### src/rtl/wdma.sv
// wdma: AXI4 write-DMA master. Drains the din/wr_en stream into global memory
// at `mem` as INCR bursts of up to 4 beats that never cross a 4 KB page, with
// up to 4 bursts in flight. ap_ctrl start/idle/ready/done handshake.
module wdma #(
   parameter int C_M_AXI_GMEM_ID_WIDTH     = 1,
   parameter int C_M_AXI_GMEM_ADDR_WIDTH   = 32,
   parameter int C_M_AXI_GMEM_DATA_WIDTH   = 64,
   parameter int C_M_AXI_GMEM_AWUSER_WIDTH = 1,
   parameter int C_M_AXI_GMEM_WUSER_WIDTH  = 1,
   parameter int C_M_AXI_GMEM_BUSER_WIDTH  = 1
) (
   input  logic                                   ap_clk,
   input  logic                                   ap_rst,
   input  logic                                   ap_start,
   output logic                                   ap_idle,
   output logic                                   ap_ready,
   output logic                                   ap_done,
   input  logic [C_M_AXI_GMEM_ADDR_WIDTH-1:0]     transfer_byte,
   input  logic [C_M_AXI_GMEM_ADDR_WIDTH-1:0]     mem,
   output logic                                   bresp_err,
   // AW channel
   output logic [C_M_AXI_GMEM_ID_WIDTH-1:0]       m_axi_gmem_AWID,
   output logic                                   m_axi_gmem_AWVALID,
   input  logic                                   m_axi_gmem_AWREADY,
   output logic [C_M_AXI_GMEM_ADDR_WIDTH-1:0]     m_axi_gmem_AWADDR,
   output logic [7:0]                             m_axi_gmem_AWLEN,
   output logic [2:0]                             m_axi_gmem_AWSIZE,
   output logic [1:0]                             m_axi_gmem_AWBURST,
   output logic [1:0]                             m_axi_gmem_AWLOCK,
   output logic [3:0]                             m_axi_gmem_AWCACHE,
   output logic [2:0]                             m_axi_gmem_AWPROT,
   output logic [3:0]                             m_axi_gmem_AWQOS,
   output logic [3:0]                             m_axi_gmem_AWREGION,
   output logic [C_M_AXI_GMEM_AWUSER_WIDTH-1:0]   m_axi_gmem_AWUSER,
   // W channel
   output logic                                   m_axi_gmem_WVALID,
   input  logic                                   m_axi_gmem_WREADY,
   output logic [C_M_AXI_GMEM_DATA_WIDTH-1:0]     m_axi_gmem_WDATA,
   output logic [C_M_AXI_GMEM_DATA_WIDTH/8-1:0]   m_axi_gmem_WSTRB,
   output logic                                   m_axi_gmem_WLAST,
   output logic [C_M_AXI_GMEM_WUSER_WIDTH-1:0]    m_axi_gmem_WUSER,
   // B channel
   input  logic [C_M_AXI_GMEM_ID_WIDTH-1:0]       m_axi_gmem_BID,
   input  logic                                   m_axi_gmem_BVALID,
   output logic                                   m_axi_gmem_BREADY,
   input  logic [1:0]                             m_axi_gmem_BRESP,
   input  logic [C_M_AXI_GMEM_BUSER_WIDTH-1:0]    m_axi_gmem_BUSER,
   // write stream
   output logic                                   full_n,
   input  logic                                   wr_en,
   input  logic [C_M_AXI_GMEM_DATA_WIDTH-1:0]     din
);
   localparam int AW    = C_M_AXI_GMEM_ADDR_WIDTH;
   localparam int DW    = C_M_AXI_GMEM_DATA_WIDTH;
   localparam int SHIFT = $clog2(DW / 8);
   localparam int CW    = AW - SHIFT;
   localparam int PB    = 4096 >> SHIFT;   // beats per 4 KB page

   typedef enum logic [1:0] {S_IDLE, S_PRE, S_RUN, S_DONE} main_t;
   typedef enum logic [1:0] {A_IDLE, A_PRE, A_RUN} aw_t;
   typedef enum logic       {W_IDLE, W_RUN} w_t;

   main_t            st, st_nx;
   aw_t              aw_st, aw_st_nx;
   w_t               w_st, w_st_nx;

   logic             start_d, go;
   logic [AW-1:0]    xfer_r, base_r;
   logic [CW-1:0]    num_beats, aw_beats, aw_bursts, b_bursts;
   logic [2:0]       len_r;
   logic             aw_hs, b_hs, w_hs, w_last_hs, is_done, can_issue;

   // burst sizing
   logic [AW-1:0]    addr_c;
   logic [CW-1:0]    remaining;
   logic [2:0]       normal, len_c;
   logic [13:0]      pg_off;

   // AW->W length FIFO
   logic [2:0]       lq [4];
   logic [1:0]       lq_wp, lq_rp;
   logic [2:0]       lq_cnt;
   logic [2:0]       wlen;
   logic [1:0]       w_cnt;

   // data buffer
   logic [DW-1:0]    db [2];
   logic             db_wp, db_rp, wr_acc;
   logic [1:0]       db_cnt;

   logic             unused_ok;
   assign unused_ok = ^{m_axi_gmem_BID, m_axi_gmem_BUSER, xfer_r};

   assign go        = ap_start & ~start_d & (st == S_IDLE);
   assign aw_hs     = m_axi_gmem_AWVALID & m_axi_gmem_AWREADY;
   assign b_hs      = m_axi_gmem_BVALID & m_axi_gmem_BREADY;
   assign w_hs      = m_axi_gmem_WVALID & m_axi_gmem_WREADY;
   assign w_last_hs = w_hs & m_axi_gmem_WLAST;
   assign can_issue = (aw_bursts - b_bursts) < CW'(4);
   assign is_done   = (aw_beats >= num_beats) & (b_bursts == aw_bursts) & (aw_st == A_IDLE);

   // constant AXI fields
   assign m_axi_gmem_AWID     = '0;
   assign m_axi_gmem_AWSIZE   = 3'(SHIFT);
   assign m_axi_gmem_AWBURST  = 2'b01;
   assign m_axi_gmem_AWLOCK   = '0;
   assign m_axi_gmem_AWCACHE  = '0;
   assign m_axi_gmem_AWPROT   = '0;
   assign m_axi_gmem_AWQOS    = '0;
   assign m_axi_gmem_AWREGION = '0;
   assign m_axi_gmem_AWUSER   = '0;
   assign m_axi_gmem_WUSER    = '0;
   assign m_axi_gmem_WSTRB    = '1;

   // start-edge detect and sampling of the transfer arguments
   always_ff @(posedge ap_clk or posedge ap_rst) begin
      if (ap_rst) begin
         start_d   <= 1'b0;
         xfer_r    <= '0;
         base_r    <= '0;
         num_beats <= '0;
      end else begin
         start_d <= ap_start;
         if (go) begin
            xfer_r <= transfer_byte;
            base_r <= mem;
         end
         if (st == S_PRE) num_beats <= CW'(xfer_r >> SHIFT);
      end
   end

   // main FSM state register
   always_ff @(posedge ap_clk or posedge ap_rst)
      if (ap_rst) st <= S_IDLE;
      else        st <= st_nx;

   // main FSM next state
   always_comb begin
      st_nx = st;
      case (st)
         S_IDLE: if (go) st_nx = S_PRE;
         S_PRE:  st_nx = S_RUN;
         S_RUN:  if (is_done) st_nx = S_DONE;
         S_DONE: st_nx = S_IDLE;
         default: st_nx = S_IDLE;
      endcase
   end

   // main FSM outputs
   always_comb begin
      ap_idle           = (st == S_IDLE);
      ap_ready          = (st == S_PRE);
      ap_done           = (st == S_DONE);
      m_axi_gmem_BREADY = (st != S_IDLE);
   end

   // beat/burst bookkeeping, held at zero between transfers
   always_ff @(posedge ap_clk or posedge ap_rst) begin
      if (ap_rst) begin
         aw_beats  <= '0;
         aw_bursts <= '0;
         b_bursts  <= '0;
      end else if (st == S_IDLE) begin
         aw_beats  <= '0;
         aw_bursts <= '0;
         b_bursts  <= '0;
      end else begin
         if (aw_hs) begin
            aw_beats  <= aw_beats + CW'(len_r);
            aw_bursts <= aw_bursts + CW'(1);
         end
         if (b_hs) b_bursts <= b_bursts + CW'(1);
      end
   end

   // sticky error flag for any non-OKAY write response
   always_ff @(posedge ap_clk or posedge ap_rst)
      if (ap_rst)                             bresp_err <= 1'b0;
      else if (go)                            bresp_err <= 1'b0;
      else if (b_hs && m_axi_gmem_BRESP != 0) bresp_err <= 1'b1;

   // next burst address and length, clipped at the 4 KB page end
   always_comb begin
      addr_c    = base_r + (AW'(aw_beats) << SHIFT);
      remaining = num_beats - aw_beats;
      normal    = (remaining > CW'(4)) ? 3'd4 : remaining[2:0];
      pg_off    = 14'(addr_c[11:SHIFT]);
      len_c     = (pg_off + 14'(normal) > 14'(PB)) ? 3'(14'(PB) - pg_off) : normal;
   end

   // AW FSM state register
   always_ff @(posedge ap_clk or posedge ap_rst)
      if (ap_rst) aw_st <= A_IDLE;
      else        aw_st <= aw_st_nx;

   // AW FSM next state
   always_comb begin
      aw_st_nx = aw_st;
      case (aw_st)
         A_IDLE: if (st == S_RUN && aw_beats < num_beats && can_issue) aw_st_nx = A_PRE;
         A_PRE:  aw_st_nx = A_RUN;
         A_RUN:  if (m_axi_gmem_AWREADY) aw_st_nx = A_IDLE;
         default: aw_st_nx = A_IDLE;
      endcase
   end

   // AW FSM outputs
   always_comb m_axi_gmem_AWVALID = (aw_st == A_RUN);

   // AW address/length registers, loaded only in PRE so they hold until AWREADY
   always_ff @(posedge ap_clk or posedge ap_rst) begin
      if (ap_rst) begin
         m_axi_gmem_AWADDR <= '0;
         m_axi_gmem_AWLEN  <= '0;
         len_r             <= '0;
      end else if (aw_st == A_PRE) begin
         m_axi_gmem_AWADDR <= addr_c;
         m_axi_gmem_AWLEN  <= 8'(len_c) - 8'd1;
         len_r             <= len_c;
      end
   end

   // AW->W length FIFO pointers; occupancy is bounded by the 4-burst limit
   always_ff @(posedge ap_clk or posedge ap_rst) begin
      if (ap_rst) begin
         lq_wp  <= '0;
         lq_rp  <= '0;
         lq_cnt <= '0;
      end else begin
         if (aw_hs)     lq_wp <= lq_wp + 2'd1;
         if (w_last_hs) lq_rp <= lq_rp + 2'd1;
         lq_cnt <= lq_cnt + {2'b0, aw_hs} - {2'b0, w_last_hs};
      end
   end

   // AW->W length FIFO storage
   always_ff @(posedge ap_clk)
      if (aw_hs) lq[lq_wp] <= len_r;

   assign wlen = lq[lq_rp];

   // W FSM state register
   always_ff @(posedge ap_clk or posedge ap_rst)
      if (ap_rst) w_st <= W_IDLE;
      else        w_st <= w_st_nx;

   // W FSM next state: leave RUN only when the last queued burst completes
   always_comb begin
      w_st_nx = w_st;
      case (w_st)
         W_IDLE: if (lq_cnt != 3'd0) w_st_nx = W_RUN;
         W_RUN:  if (w_last_hs && lq_cnt == 3'd1 && !aw_hs) w_st_nx = W_IDLE;
         default: w_st_nx = W_IDLE;
      endcase
   end

   // W FSM outputs, all from registers
   always_comb begin
      m_axi_gmem_WVALID = (w_st == W_RUN) && (db_cnt != 2'd0);
      m_axi_gmem_WLAST  = (w_st == W_RUN) && ({1'b0, w_cnt} == wlen - 3'd1);
      m_axi_gmem_WDATA  = db[db_rp];
   end

   // beat counter within the current W burst
   always_ff @(posedge ap_clk or posedge ap_rst)
      if (ap_rst)         w_cnt <= '0;
      else if (w_last_hs) w_cnt <= '0;
      else if (w_hs)      w_cnt <= w_cnt + 2'd1;

   assign full_n = (db_cnt != 2'd2);
   assign wr_acc = wr_en & full_n;

   // data buffer pointers and occupancy
   always_ff @(posedge ap_clk or posedge ap_rst) begin
      if (ap_rst) begin
         db_wp  <= 1'b0;
         db_rp  <= 1'b0;
         db_cnt <= 2'd0;
      end else begin
         if (wr_acc) db_wp <= ~db_wp;
         if (w_hs)   db_rp <= ~db_rp;
         db_cnt <= db_cnt + {1'b0, wr_acc} - {1'b0, w_hs};
      end
   end

   // data buffer storage
   always_ff @(posedge ap_clk)
      if (wr_acc) db[db_wp] <= din;

endmodule

### config.mk
export PLATFORM = sky130hd
export DESIGN_NAME = wdma
export DESIGN_NICKNAME = d
export VERILOG_FILES = /design/src/rtl/wdma.sv
export SDC_FILE = /design/constraint.sdc
export NUM_CORES = 1
export LEC_CHECK = 0
export CORE_MARGIN = 5
export CORE_UTILIZATION = 56
export DETAILED_ROUTE_END_ITERATION = 6
export HOLD_SLACK_MARGIN = 0.03
export PLACE_DENSITY = 0.81
export SETUP_SLACK_MARGIN = 0.1
export SYNTH_ARGS = -nofsm -noshare
export SYNTH_HDL_FRONTEND = slang
export SYNTH_SLANG_ARGS = --single-unit
### constraint.sdc
create_clock -name ap_clk -period 9 [get_ports ap_clk]
set_clock_uncertainty 0.1 [all_clocks]
set_input_delay 0.9 -clock ap_clk [delete_from_list [all_inputs] [get_ports ap_clk]]
set_output_delay 0.9 -clock ap_clk [all_outputs]
set_load 0.01 [all_outputs]
# After elaboration in Yosys (flattened, before gate mapping)
# Memories as Yosys holds them, arrays and structs flattened.
# Cells that the tools add are included.
dict set report word_totals {
  latch_bits 0
  reg_bits 243
  inputBits 139
  romBits 0
  n_memories 2
  wordCells 116
  mem_bits_rw 140
}
# memory words word_bits read_ports rd_clocked_by_memory_dff write_ports line
set mem_list {}
lappend mem_list {db 2 64 1 0 1 87} ;# logic [DW-1:0] db [2];
lappend mem_list {lq 4 3 1 0 1 80} ;# logic [2:0] lq [4];
dict set report classes {
  n_div 0
  mul 0
  bitwise_logic 13
  add_sub_neg 17
  eq_ne 13
  mux 25
  n_lt_le_gt_ge 5
  reduce_logical 20
  shifts 0
}
# operator count
set ops {}
lappend ops {{29-bit 2-to-1 mux} 6}
lappend ops {{29-bit by 1-bit adder with 29-bit output, second input constant} 2}
lappend ops {{29-bit subtractor} 2}
lappend ops {{32-bit adder} 1}
lappend ops {{29-bit by 3-bit adder with 29-bit output} 1}
lappend ops {{29-bit equality test} 1}
lappend ops {{29-bit greater-or-equal comparator} 1}
lappend ops {{29-bit by 3-bit greater-than comparator with 1-bit output, second input constant} 1}
lappend ops {{29-bit < comparator} 1}
lappend ops {{29-bit by 3-bit < comparator with 1-bit output, second input constant} 1}
lappend ops {{2-bit nonzero test} 7}
lappend ops {{2-bit 2-to-1 mux} 6}
lappend ops {{9-bit by 3-bit adder with 10-bit output} 1}
lappend ops {{10-bit greater-than comparator, second input constant} 1}
lappend ops {{1-bit AND} 9}
lappend ops {{1-bit 2-to-1 mux} 8}
lappend ops {{2-bit case mux with 4 select lines} 1}
lappend ops {{1-bit logical AND} 7}
lappend ops {{2-bit by 1-bit adder with 2-bit output, second input constant} 3}
lappend ops {{2-bit equality test, second input constant} 3}
lappend ops {{3-bit 2-to-1 mux} 2}
lappend ops {{2-bit by 1-bit != test with 1-bit output, second input constant} 3}
lappend ops {{2-bit case mux with 3 select lines} 1}
lappend ops {{2-bit by 1-bit equality test with 1-bit output, second input constant} 2}
lappend ops {{other kinds (16)} 22}

# Logic depth before layout (Yosys ltp)
# Gate-level depths: netlist (run 1).
# An unclocked memory read counts as a cell.
dict set report depth {
  ltp_word 9
  mapped_depth 27
  ltp_nobuf 27
}

# Worst setup path after synthesis (run 1)
# Ideal clock, no wire load.
dict set report synth_timing {
  path_type {flip-flop to flip-flop}
  startpoint {reg aw_beats[0]}
  endpoint {reg m_axi_gmem_AWLEN[2]}
  stages_incl_launch_ff 27
  slack_ns 3.006
  arrival_time_ns 5.767
  setup_ns 0.127
  required_time_ns 8.773
  synth_period_minus_slack_ns 5.994
  path_buffers 0
  path_cell_list {dfrtp_1 -> ha_1 -> fa_1 -> and2b_1 -> nor3_1 -> a2111oi_1 -> nand4b_1 -> nor4_1 -> nand3_1 -> or4_1 -> or4_4 -> nor4_4 -> nand3_2 -> nor2_1 -> ha_1 -> fa_1 -> or3_1 -> a21oi_1 -> a311o_1 -> nor4_1 -> nand4_1 -> nor3b_1 -> a21oi_1 -> ha_1 -> and2_1 -> mux2i_1 -> nand3_1}
}
dict set report synth_via {
  elab_chain_cells 7
  word_cells_on_any_way 9
  classes_between {add/sub (5); order compare (2); mux (2)}
}
# item line
set synth_rtl {}
lappend synth_rtl {{start: declaration} 69} ;# logic [CW-1:0] num_beats, aw_beats, aw_bursts, b_bursts;
lappend synth_rtl {{start signal: assignment} 169} ;# aw_beats <= aw_beats + CW'(len_r);
lappend synth_rtl {{29-bit subtractor} 185} ;# remaining = num_beats - aw_beats;
lappend synth_rtl {{29-bit by 3-bit greater-than comparator with 1-bit output} 186} ;# normal = (remaining > CW'(4)) ? 3'd4 : remaining[2:0];
lappend synth_rtl {{3-bit 2-to-1 mux} 186}
lappend synth_rtl {{9-bit by 3-bit adder with 10-bit output} 188} ;# len_c = (pg_off + 14'(normal) > 14'(PB)) ? 3'(14'(PB) - pg_off) : normal;
lappend synth_rtl {{10-bit greater-than comparator} 188}
lappend synth_rtl {{3-bit 2-to-1 mux *} 188}
lappend synth_rtl {{3-bit by 1-bit subtractor with 4-bit output *} 218} ;# m_axi_gmem_AWLEN <= 8'(len_c) - 8'd1;
lappend synth_rtl {{end signal: assignment} 218}
lappend synth_rtl {{end: declaration} 26} ;# output logic [7:0] m_axi_gmem_AWLEN,
# Every way passes the cells marked *; elsewhere a longest branch is shown, timed or not.
# A chain may end at the register's enable or synchronous reset.

# Worst setup path after layout (run 1)
# Same ends and word-level chain as after synthesis.

==> out/results.tsv, run 1 <==
metric	value	unit
status	complete, no violations	
detail-route-antenna-nets	0	
pre_cts_ws	2240	ps
crit_path_end_kind	flip-flop	
ys_ff_latch	376	
synthCells	1977	
place_area	23600	µm²
initial_core_util	56.8	%
power_per_cell_area	286	nW/µm²
io_buffer_count	246	
ys_warn_count	0	
drt_wl_total	52800	µm
dp.cells	2630	
max_stage_delay	520	ps
relSlewSlack	29.3	%
grt_util_met2	41.6	%
post_cts_buffers	0	
place_hpwl	39800	µm
wire_per_inst	19.6	µm
p_seq_share	34.0	%
finalCritPeriodShare	76.2	%
max_slew.worst_pin.slew	1060	ps
coreArea	36700	µm²
cts_max_level	2	
grt_util_met3	5.73	%
grt_use_met1	33.6	%
p_clk_share	22.7	%
finalHoldViolations	0	
critPathBufInv	0	
crit_family	simple AND/OR/NAND/NOR gates	
maxCapViolations	0	
ctsHoldBuffers	0	
die_x	203	µm
clock_sinks	376	
grt_max_degree	155	
crit_required	9340	ps
cts_root_buf	clkbuf_16	
finalPower	7.12	mW
fin_cells	2700	
drtIter0Drc	1132	
cts_resized	0	
track_usage	25.2	%
p_leak	10.3	nW
syn2layout_area_growth	19.2	%
drc	0	
whs	364	ps
final_nets	2457	
dieArea	41200	µm²
setup-tns-final	0	ps
via_per_inst	5.82	
muxShareOfSynthArea	9.24	%
multi_input_area	9920	µm²
fin_util	67.7	%
first_pass_iters	5	
std_cell_rows	70	
cts_tree	done	
crit_path_frequent_cell	ha_1	
period_minus_slack	6860	ps
syn_area_per_cell	10.5	µm²
synth_flop_cell	dfrtp_1	
critPathMaxFanout	8	
synth_seq_area_share	48.5	%
grt_pass1_wl	83900	µm
p_sw	2.61	mW
pwr-share-comb	43.3	%
synth.cell_area	20800	µm²
yosysUniqueCellTypes	93	
num-fill-cells	2730	
synth_fa_ha_area_share	6.96	%
path_clk_slew	60	ps
start_kind	flip-flop	
worst_path_max_delay_cell	or4_1	
grt_overflow_total	0	
crit_arrival	7200	ps
min_path_type	flip-flop to flip-flop	
yosys.area_share.simple	14.4	%
ioPinCount	285	
worst-setup-path-type	flip-flop to flip-flop	
postLayoutSetupSlackWorst	2140	ps
async_reset_ff_share	62.8	%
seq_area	10100	µm²
synth_top_family_by_area	simple AND/OR/NAND/NOR gates	
vias	15700	
gp_congestion	0.948	
busiest_layer	met2	
synth-compound-area-share	11.0	%
stdcell_area	24800	µm²
worstSkewPairLatency	560	ps
cts_buffer_depth	3	
report.final.slew_viol_count	0	
max-vdd-ir-drop	0.216	mV
numCtsBuffers	41	
fp.dieH	203	µm
synth_xor_area_share	5.38	%
antenna_found_initial	1	
synth_edf_count	140	
fmax	146	MHz
drive_gt1_share	11.5	%
p_sw_share	36.6	%
internal-power	4.51	mW
grt_pass1_vias	15600	
setup_viol	0	
rsz0062_at_grt	false	
metal layers:
| layer | up-vias | wire, µm |
|---|---|---|
| met4 | 0 | 1410 |
| met2 | 511 | 24700 |
| met3 | 86 | 3910 |
| li1 | 7461 | - |
| met5 | - | 0 |
| met1 | 7644 | 22800 |
cell families after synthesis:
kind of cell,count (synthesis)
compound gates,357
mux,169
fa+ha+maj,113
flops,376
simple gates,622
xor+xnor,128
other cells,2
buf+inv,210
worst reg2reg max path: cells and delay by family, from the launching register on:
kind            cells  cell delay (ps)
compound gates      6             1310
fa+ha+maj           5             1500
mux                 1              170
flops               1              420
simple gates       13             3220
cells in the final DEF, fill, tap and decap left out, types with 23 or more instances in the layout:
cell / count
clkdlybuf4s50_1: 246
nor3_1: 41
dfrtp_1: 235
nand4_1: 40
xnor2_1: 79
inv_1: 107
xor2_1: 49
mux2_2: 156
ha_1: 107
o21ai_0: 80
or3_1: 23
nor2_1: 172
edfxtp_1: 140
nand3_1: 40
nand2_1: 179
a21oi_1: 107
a21o_1: 23
conb_1: 33
clkbuf_16: 41
synthesized netlist by cell type, types with 5 or more instances:
master | count | share of area (%)
and2_1 | 13 | 0.39
a21oi_1 | 107 | 2.6
o211ai_1 | 7 | 0.25
and3_1 | 23 | 0.69
a21o_1 | 23 | 0.83
nor4_1 | 15 | 0.45
nand3_1 | 40 | 0.96
o21bai_1 | 12 | 0.43
nor3_1 | 41 | 0.98
o21a_1 | 14 | 0.50
o31ai_1 | 9 | 0.32
o21ai_1 | 11 | 0.26
a211o_1 | 6 | 0.25
o22ai_1 | 5 | 0.15
o21ai_0 | 80 | 1.9
a31oi_1 | 11 | 0.33
a211oi_1 | 14 | 0.50
or2_2 | 6 | 0.18
nor2b_1 | 15 | 0.45
clkbuf_1 | 49 | 0.88
edfxtp_1 | 140 | 20
or3_1 | 23 | 0.69
mux2i_1 | 9 | 0.43
inv_1 | 108 | 1.9
o2111ai_1 | 6 | 0.25
buf_4 | 37 | 1.3
fa_1 | 5 | 0.48
ha_1 | 108 | 6.5
buf_2 | 6 | 0.14
nor2_1 | 173 | 3.1
nand2_1 | 179 | 3.2
nand4_1 | 40 | 1.2
mux2_2 | 156 | 8.4
dfrtp_1 | 236 | 28
xnor2_1 | 79 | 3.3
and4_1 | 7 | 0.29
xor2_1 | 49 | 2.1
buf_1 | 8 | 0.14
nand2b_1 | 20 | 0.60
flip-flops by register name, indices dropped and copies added, names as in the netlist, 2 cells and up:
name and flops:
db 128, base_r 32, m_axi_gmem_AWADDR 32, aw_beats 29, aw_bursts 29, b_bursts 29
num_beats 29, xfer_r 29, lq 12, m_axi_gmem_AWLEN 4, len_r 3, lq_cnt 3
aw_st 2, db_cnt 2, lq_rp 2, lq_wp 2, st 2, w_cnt 2
layout make-up:
type	count	share of cell area [%]
Sequential cell	376	40.7
Multi-Input combinational cell	1422	39.9
Tap cell	468	2.36
Timing Repair Buffer	255	10.2
Clock buffer	50	4.39
Inverter	109	1.68
Clock inverter	19	0.781
Antenna cell	1	0.0101
power groups by stage:
| stage | combinational [mW] | sequential, mW | clock, mW |
|---|---|---|---|
| 2_1_floorplan | 2.17 | 2.35 | 0 |
| 3_3_place_gp | 2.98 | 2.42 | 0 |
| 3_5_place_dp | 3.04 | 2.45 | 0 |
| 4_1_cts | 3.05 | 2.42 | 1.65 |
| 5_1_grt | 3.35 | 2.46 | 1.72 |
| 6_report | 3.08 | 2.42 | 1.62 |
worst paths after layout:
path | startpoint | cells past startpoint | slack [ps] | endpoint
worst max-delay path | aw_beats[0]$_DFFE_PP0P_ | 25 | 2140 | m_axi_gmem_AWLEN[2]$_DFFE_PP0N_
worst min-delay path | base_r[0]$_DFFE_PP0P_ | 2 | 360 | m_axi_gmem_AWADDR[0]$_DFFE_PP0N_
worst max register to register | aw_beats[0]$_DFFE_PP0P_ | 25 | 2140 | m_axi_gmem_AWLEN[2]$_DFFE_PP0N_
worst min register to register | base_r[0]$_DFFE_PP0P_ | 2 | 360 | m_axi_gmem_AWADDR[0]$_DFFE_PP0N_
max in group asynchronous | ap_rst | 3 | 6270 | base_r[18]$_DFFE_PP0P_
min in group asynchronous | ap_rst | 2 | 880 | bresp_err$_DFFE_PP0P_
Power figures use the tool's default switching activity.
==> run 2, diff against run 1 <==
- CORE_UTILIZATION: 56 -> 51
- PLACE_DENSITY: 0.81 -> 0.78
- clock period: 9 -> 5.9 ns (I/O delays scaled with it)
==> run 2 against run 1 <==
The flow now finishes with violations (setup timing). Die area up 9.3%. First-iteration DRC count up 8.2%. Total power up 62%. Critical path depth up 1. Sequential cell count unchanged. Final cell count up 7.7%. Critical endpoint unchanged. Highest routed layer is now met5. Clock power up 55%. Critical path type unchanged. Core utilization down 3.2 points.
==> out/results.tsv, run 2 (synthesis results as in run 1) <==
metric	value	unit
finalHoldViolations	0	
drtIter0Drc	1225	
period_minus_slack	6230	ps
place_area	24700	µm²
track_usage	24.6	%
clock_sinks	376	
postLayoutSetupSlackWorst	-328	ps
fmax	161	MHz
wl_met3	4230	µm
crit_required	6310	ps
die_x	212	µm
cts_max_level	2	
num_antenna_cells	0	
wire_per_inst	19.2	µm
std_cell_rows	74	
route.met2.wl	26100	µm
pre_cts_ws	-356	ps
antenna_found_initial	2	
regMostFlops	db	
start_kind	flip-flop	
numCtsBuffers	41	
r2r_cells	26	
coreArea	40600	µm²
top_regs	db x128, base_r x32, m_axi_gmem_AWADDR x32	
min_path_type	primary input to asynchronous set/reset pin	
first_pass_iters	5	
via_per_inst	5.61	
grt_max_degree	163	
relSlewSlack	34.6	%
max_slew.worst_pin.slew	981	ps
whs	209	ps
layout_common_cells	clkdlybuf4s50_1, dfrtp_1, nand2_1	
grt_pass1_wl	88500	µm
worstSkewPairLatency	580	ps
max-vdd-ir-drop	0.523	mV
rsz0062_at_grt	true	
grt_overflow_total	0	
dieArea	45000	µm²
critPathMaxFanout	5	
place_hpwl	42400	µm
power_per_cell_area	440	nW/µm²
maxCapViolations	0	
status	finished with violations	
worst-setup-path-type	flip-flop to flip-flop	
drive_gt1_share	17.8	%
top_layer	met5	
syn2layout_area_growth	25.7	%
cts_tree	done	
stdcell_area	26200	µm²
final_common_cell	clkdlybuf4s50_1	
fp.dieH	212	µm
drc	0	
finalCritPeriodShare	106	%
final_nets	2598	
cts_buffer_depth	3	
cts_root_buf	clkbuf_16	
drt_wl_total	56000	µm
fin_util	64.5	%
ctsHoldBuffers	0	
setup_viol	7	
initial_core_util	51.3	%
path_clk_slew	60	ps
gp_congestion	0.947	
wl_met1	24300	µm
detail-route-antenna-nets	0	
ioPinCount	285	
crit_arrival	6640	ps
largest_reg_flops	128	
io_buffer_count	246	
p_leak	11.0	nW
violations	setup timing	
report.final.slew_viol_count	0	
vias	16300	
finalPower	11.5	mW
grt_pass1_vias	16400	
crit_path_end_kind	flip-flop	
## run 2: timing repair
| action | 4_1_cts | 5_1_grt |
|---|---|---|
| endpoints found under the setup margin | 7 | 7 |
| pin swaps | 17 | 14 |
| resized for setup | 16 | 14 |
| hold endpoints to repair | 0 | 0 |
| setup buffers | 7 | 3 |
## run 2: critical path, stage by stage, from the launching register on
cell,delay [ps]
dfrtp_1,400
ha_4,170
fa_2,340
and2b_2,250
buf_6,100
o221ai_4,140
a211oi_4,330
nor3_2,90
a211o_1,260
or4_4,480
or4_4,440
nor4_4,360
nand3_2,140
nor2_2,130
ha_2,190
fa_1,400
or3_1,370
a21oi_2,140
a311o_1,140
nor4_1,50
nand4_1,190
nor3b_4,250
a21oi_2,100
ha_4,170
nor3_1,220
mux2i_1,100
nand3_1,80
## run 2: per-layer routing
layer,global-route usage (%),vias to the layer above
met4,5.86,4
met1,33.7,7931
met3,4.80,88
li1,-,7758
met5,0,-
met2,40.9,528
## run 2: power breakdown
part           total [mW]  internal, mW  switching (mW)  leakage, nW
clock                2.51          1.45            1.06        0.633
combinational        5.33          2.57            2.76         5.99
sequential           3.69          3.34           0.356         4.37
total                11.5          7.36            4.18         11.0
## run 2: layout make-up
cell class              count  area (µm²)
fillers                  3181       14400
flip-flops and latches    376       10100
multi-input cells        1422       10100
repair buffers            396        3610
clock buffers              60        1150
well taps                 532         666
inverters                 109         413
clock inverters            14         181
## run 2: worst paths after layout
kind,slack [ps],end,startpoint
max,-330,m_axi_gmem_AWLEN[2]$_DFFE_PP0N_,aw_beats[0]$_DFFE_PP0P_
min,210,m_axi_gmem_AWADDR[16]$_DFFE_PP0N_,ap_rst
max reg2reg,-330,m_axi_gmem_AWLEN[2]$_DFFE_PP0N_,aw_beats[0]$_DFFE_PP0P_
min reg2reg,360,m_axi_gmem_AWADDR[2]$_DFFE_PP0N_,base_r[2]$_DFFE_PP0P_
max in group asynchronous,4260,aw_bursts[27]$_DFFE_PP0P_,ap_rst
min in group ap_clk,360,m_axi_gmem_AWADDR[2]$_DFFE_PP0N_,base_r[2]$_DFFE_PP0P_
## run 2: per-stage QoR
| step | setup TNS (ps) | std cells |
|---|---|---|
| global route | -3330 | 2909 |
| detailed placement | -1370 | 2827 |
| floorplan | 0 | 2008 |
| global placement | -412 | 2827 |
| CTS | -912 | 2908 |
| finish | -1350 | 2909 |
